<file path="config.mk">
export PLATFORM = sky130hd
export DESIGN_NAME = fp_mantissa_seq_multiplier
export DESIGN_NICKNAME = d
export VERILOG_FILES = /design/src/rtl/fp_mantissa_seq_multiplier.sv
export SDC_FILE = /design/constraint.sdc
export NUM_CORES = 1
export LEC_CHECK = 0
export BUFFER_PORTS_ARGS = -buffer_cell sky130_fd_sc_hd__buf_2
export CORE_ASPECT_RATIO = 1.75
export CORE_MARGIN = 10
export CORE_UTILIZATION = 62
export DETAILED_ROUTE_END_ITERATION = 10
export HOLD_SLACK_MARGIN = 0.15
export PLACE_DENSITY = 0.86
export SKIP_CTS_REPAIR_TIMING = 1
export SLEW_MARGIN = 40
export SYNTH_ARGS = -nofsm -noshare
export SYNTH_HDL_FRONTEND = slang
export SYNTH_SLANG_ARGS = --single-unit
</file>
<file path="constraint.sdc">
create_clock -name clk_in -period 6.4 [get_ports clk_in]
set_input_delay 0.96 -clock clk_in [delete_from_list [all_inputs] [get_ports clk_in]]
set_output_delay 0.96 -clock clk_in [all_outputs]
set_load 0.05 [all_outputs]
</file>
<file path="src/rtl/fp_mantissa_seq_multiplier.sv">
// Iterative shift-and-add significand multiplier feeding the FP normalizer.
// Optional FP_MUL_ZERO_BYPASS_EN: exact-zero operands skip the BUSY iterations.
//
// state | meaning
// IDLE  | waiting for start_in after reset
// BUSY  | one shift-and-add step per cycle, N cycles
// DONE  | result held with valid_out=1; may accept a new start
module fp_mantissa_seq_multiplier #(
    parameter int EXP_WIDTH      = 8,
    parameter int MANTISSA_WIDTH = 23,
    parameter int BIAS           = 2**(EXP_WIDTH-1)-1
) (
    input  logic                          clk_in,
    input  logic                          rst_n_in,
    input  logic                          start_in,
    input  logic [EXP_WIDTH-1:0]          expoent_a_in,
    input  logic [MANTISSA_WIDTH-1:0]     mantissa_a_in,
    input  logic [EXP_WIDTH-1:0]          expoent_b_in,
    input  logic [MANTISSA_WIDTH-1:0]     mantissa_b_in,
    output logic                          ready_out,
    output logic                          valid_out,
    output logic [2*(MANTISSA_WIDTH+1)-1:0] result_out,
    output logic [EXP_WIDTH-1:0]          expoent_out,
    output logic                          carry_out,
    output logic                          underflow_out
);

    localparam int N  = MANTISSA_WIDTH + 1;
    localparam int PW = 2 * N;
    localparam int CW = $clog2(N + 1);
    localparam int SW = EXP_WIDTH + 2;

    localparam logic [1:0] IDLE = 2'd0;
    localparam logic [1:0] BUSY = 2'd1;
    localparam logic [1:0] DONE = 2'd2;

    localparam logic [CW-1:0] CNT_LAST = CW'(N - 1);

    logic [1:0]           state_q, state_d;
    logic [PW-1:0]        mcand_q, mcand_d;
    logic [N-1:0]         mplier_q, mplier_d;
    logic [PW-1:0]        acc_q, acc_d;
    logic [CW-1:0]        cnt_q, cnt_d;
    logic [EXP_WIDTH-1:0] exp_q, exp_d;
    logic                 carry_q, carry_d;
    logic                 uf_q, uf_d;
    logic                 valid_q, valid_d;

    logic [N-1:0]          sig_a, sig_b;
    logic signed [SW-1:0]  exp_sum;

    // Denormal operands (exponent 0) carry a zero hidden bit.
    assign sig_a   = {(expoent_a_in != '0), mantissa_a_in};
    assign sig_b   = {(expoent_b_in != '0), mantissa_b_in};
    assign exp_sum = $signed({2'b00, expoent_a_in}) + $signed({2'b00, expoent_b_in})
                     - $signed(SW'(BIAS));

`ifdef FP_MUL_ZERO_BYPASS_EN
    logic zero_op;
    assign zero_op = ((expoent_a_in == '0) && (mantissa_a_in == '0)) ||
                     ((expoent_b_in == '0) && (mantissa_b_in == '0));
`endif

    always_comb begin
        state_d  = state_q;
        mcand_d  = mcand_q;
        mplier_d = mplier_q;
        acc_d    = acc_q;
        cnt_d    = cnt_q;
        exp_d    = exp_q;
        carry_d  = carry_q;
        uf_d     = uf_q;
        valid_d  = valid_q;
        case (state_q)
            IDLE, DONE: begin
                if (start_in) begin
                    mcand_d  = {{N{1'b0}}, sig_a};
                    mplier_d = sig_b;
                    acc_d    = '0;
                    cnt_d    = '0;
                    exp_d    = exp_sum[EXP_WIDTH-1:0];
                    carry_d  = ~exp_sum[SW-1] & exp_sum[SW-2];
                    uf_d     = exp_sum[SW-1];
                    valid_d  = 1'b0;
                    state_d  = BUSY;
`ifdef FP_MUL_ZERO_BYPASS_EN
                    if (zero_op) begin
                        exp_d   = '0;
                        carry_d = 1'b0;
                        uf_d    = 1'b0;
                        valid_d = 1'b1;
                        state_d = DONE;
                    end
`endif
                end
            end
            BUSY: begin
                if (mplier_q[0]) begin
                    acc_d = acc_q + mcand_q;
                end
                mcand_d  = mcand_q << 1;
                mplier_d = mplier_q >> 1;
                cnt_d    = cnt_q + CW'(1);
                if (cnt_q == CNT_LAST) begin
                    valid_d = 1'b1;
                    state_d = DONE;
                end
            end
            default: begin
                state_d = IDLE;
            end
        endcase
    end

    always_ff @(posedge clk_in) begin
        if (!rst_n_in) begin
            state_q  <= IDLE;
            mcand_q  <= '0;
            mplier_q <= '0;
            acc_q    <= '0;
            cnt_q    <= '0;
            exp_q    <= '0;
            carry_q  <= 1'b0;
            uf_q     <= 1'b0;
            valid_q  <= 1'b0;
        end else begin
            state_q  <= state_d;
            mcand_q  <= mcand_d;
            mplier_q <= mplier_d;
            acc_q    <= acc_d;
            cnt_q    <= cnt_d;
            exp_q    <= exp_d;
            carry_q  <= carry_d;
            uf_q     <= uf_d;
            valid_q  <= valid_d;
        end
    end

    assign ready_out     = (state_q != BUSY);
    assign valid_out     = valid_q;
    assign result_out    = acc_q;
    assign expoent_out   = exp_q;
    assign carry_out     = carry_q;
    assign underflow_out = uf_q;

endmodule
</file>
==> impl_metrics.sql <==
INSERT INTO impl_metrics (metric_group, metric, value, unit) VALUES
('global_route', 'grt_pass1_wl', '37.42', 'mm'),
('synth', 'synthXorXnorAreaFrac', '4.749', '%'),
('clock_tree', 'clockBufferDepth', '2', ''),
('synth', 'yosysUniqueCellTypes', '67', ''),
('placement', 'gp_congestion', '0.9492', ''),
('global_route', 'grt_remaining_overflow', '0', ''),
('layout', 'final_common_cell', 'dfxtp_1', ''),
('detailed_routing', 'detail-route-antenna-nets', '0', ''),
('global_route', 'grt_start_max_net_pins', '75', ''),
('detailed_routing', 'routed-via-count', '7734', ''),
('synth', 'syn-instance-count', '991', ''),
('die', 'placeableCoreArea', '0.01301', 'mm²'),
('pwr', 'cell_internal_pwr', '1575', 'µW'),
('synth', 'synth_top_family_by_area', 'compound AO/OA/AOI/OAI gates', ''),
('setup_path', 'worstPathMaxFanout', '4', ''),
('timing', 'setup_violations', '0', ''),
('die', 'num_io_pins', '125', ''),
('die', 'start_util', '63.81', '%'),
('synth', 'synthesis.yosys.warnings', '0', ''),
('detailed_routing', 'drt_iter0_markers', '416', ''),
('timing', 'maxSlewHeadroom', '44.04', '%'),
('synth', 'synthArstFlopShare', '0', '%'),
('synth', 'synth_largest_area_cell', 'dfxtp_1', ''),
('die', 'dieArea', '0.01860', 'mm²'),
('layout', 'fin_cells', '1263', ''),
('timing', 'finalMaxSlewViolations', '0', ''),
('setup_path', 'worst_ep_arrival_time', '3440', 'ps'),
('pwr', 'combPwrFrac', '11.9', '%'),
('detailed_routing', 'route.detailed.drc', '0', ''),
('die', 'num_rows', '55', ''),
('setup_path', 'crit_path_end_kind', 'flip-flop', ''),
('synth', 'synth_area_in_simple_gates', '18.14', '%'),
('synth', 'synth_nets', '1121', ''),
('layout', 'antenna_cells', '0', ''),
('synth', 'post_synthesis_instance_area', '0.008299', 'mm²'),
('clock_tree', 'ctsRootBufferMaster', 'clkbuf_16', ''),
('global_route', 'global_route.usage.total', '24.09', '%'),
('worst_hold_path', 'min-delay-path-class', 'reg -> reg', ''),
('layout', 'layout-area-overhead-vs-synth', '15.29', '%'),
('global_route', 'first_global_vias', '7995', ''),
('clock_tree', 'clock_sink_count', '138', ''),
('placement', 'portBuffers', '124', ''),
('setup_path', 'critPathKind', 'reg -> reg', ''),
('detailed_routing', 'vias_per_cell', '6.124', ''),
('pwr', 'power_frac_clock', '46.3', '%'),
('clock_tree', 'tritoncts', 'built', ''),
('pwr', 'vdd_ir_drop_max', '0.0002252', 'V'),
('synth', 'synth_enable_flop_cells', '0', ''),
('synth', 'ys_seq_area_share', '33.29', '%'),
('run_status', 'status', 'finished, final reports clean', ''),
('timing', 'timing.final.crit_period', '3106', 'ps'),
('pwr', 'power_leakage', '0.004157', 'µW'),
('pwr', 'switching_share', '27.70', '%'),
('layout', 'final_nets', '1209', ''),
('clock_tree', 'cts-htree-levels', '4', ''),
('die', 'chipHeight', '173.1', 'µm'),
('layout', 'most_used_cells_in_the_layout_excluding_fill_and_tap_cells', 'dfxtp_1, buf_2, nand2_1', ''),
('synth', 'netlist.area_leader.share', '33.29', '%'),
('timing', 'worst_setup_skew_after_layout', '11.22', 'ps'),
('pwr', 'total_switching_power', '603.3', 'µW'),
('timing', 'fin_crit_sh', '48.53', '%'),
('pwr', 'seqPwrFrac', '41.9', '%'),
('timing', 'max_slew.worst_pin.slew', '839.4', 'ps'),
('worst_hold_path', 'min_delay_path_depth', '2', ''),
('synth', 'netlist_top_cells_area', 'dfxtp_1, ha_1, a22oi_1', ''),
('global_route', 'number_of_antenna_violations_at_the_first_check_in_global_routing', '0', ''),
('timing', 'rsz0062_at_grt', 'false', ''),
('timing', 'timing.fmax', '0.3220', 'GHz'),
('layout', 'layout-drive-gt1-share', '17.12', '%'),
('timing', 'timing.hold.ws', '465.4', 'ps'),
('pwr', 'pd_cells', '227.6', 'mW/mm²');
[registers in the layout, summed over array words and instances, names as in the netlist]
signal and count:
mcand_q 48, result_out 48, mplier_q 24, expoent_out 8, cnt_q 5, state_q 2, carry_out 1, underflow_out 1
valid_out 1
[critical path, stage by stage, from the launching register on]
cell and delay [ps]:
dfxtp_1 340, ha_1 240, fa_1 420, a21o_1 210, a221o_1 340, a31o_4 280
o2111ai_2 320, a311oi_2 200, o21ai_2 240, a21oi_2 90, o21a_1 180, o31ai_2 170
[logic make-up (layout without fill, tap and decap cells)]
kind of cell | Yosys count | after routing
compound gates | 359 | 359
xor+xnor | 45 | 45
fa+ha+maj | 65 | 65
buf+inv | 80 | 181
flops | 138 | 138
mux | 3 | 3
simple gates | 301 | 301
[power by group through the flow]
stage               clock network [µW]  logic, µW  registers (µW)
global placement                     0        249             929
CTS                               1010        257             912
finish                            1010        258             912
floorplan                            0        160             949
detailed placement                   0        256             931
global route                      1050        285             915
[stage by stage]
step	power, µW	worst slack (ps)	utilization [%]	instance area (µm²)
after global placement	1178	2967	68.92	8964
after CTS	2179	3332	73.55	9567
after global routing	2252	3169	73.56	9568
final	2178	3294	73.56	9568
after floorplan	1109	3440	-	8299
after detailed placement	1186	2927	68.94	8966
[per-layer routing]
layer / global-route usage (%) / vias to the layer above / routed length (µm)
li1: - / 3790 / -
met1: 25.47 / 3673 / 8927
met3: 4.765 / 53 / 1060
met2: 44.06 / 218 / 12170
met5: 0 / - / 0
met4: 10.57 / 0 / 687
[synthesized netlist by cell type, drive strengths merged, types with 10 or more instances]
library cell	count
nand2	114
o21bai	13
nand3	36
xnor2	23
nor2	28
nand4	12
o21a	10
nor3	12
clkbuf	52
nor2b	37
a21oi	62
ha	63
inv	19
a21boi	53
a22oi	72
and2	32
a21o	24
xor2	22
o21ai	73
dfxtp	138
[area by class of cell]
| cell class | instances | area, µm² | area share, % |
|---|---|---|---|
| Clock inverter | 14 | 161.4 | 1.687 |
| Timing Repair Buffer | 130 | 665.6 | 6.957 |
| Inverter | 19 | 71.32 | 0.7454 |
| Multi-Input combinational cell | 773 | 5254 | 54.91 |
| Tap cell | 171 | 214.0 | 2.236 |
| Clock buffer | 18 | 439.2 | 4.590 |
| Sequential cell | 138 | 2763 | 28.87 |
[final timing paths]
check / startpoint / to / slack [ps]
worst min register to register: mplier_q[20] / mplier_q[20] / 470
worst min-delay path: mplier_q[20] / mplier_q[20] / 470
worst max-delay path: mcand_q[0] / result_out[42] / 3290
worst max register to register: mcand_q[0] / result_out[42] / 3290
(Power assumes the default switching activity.)
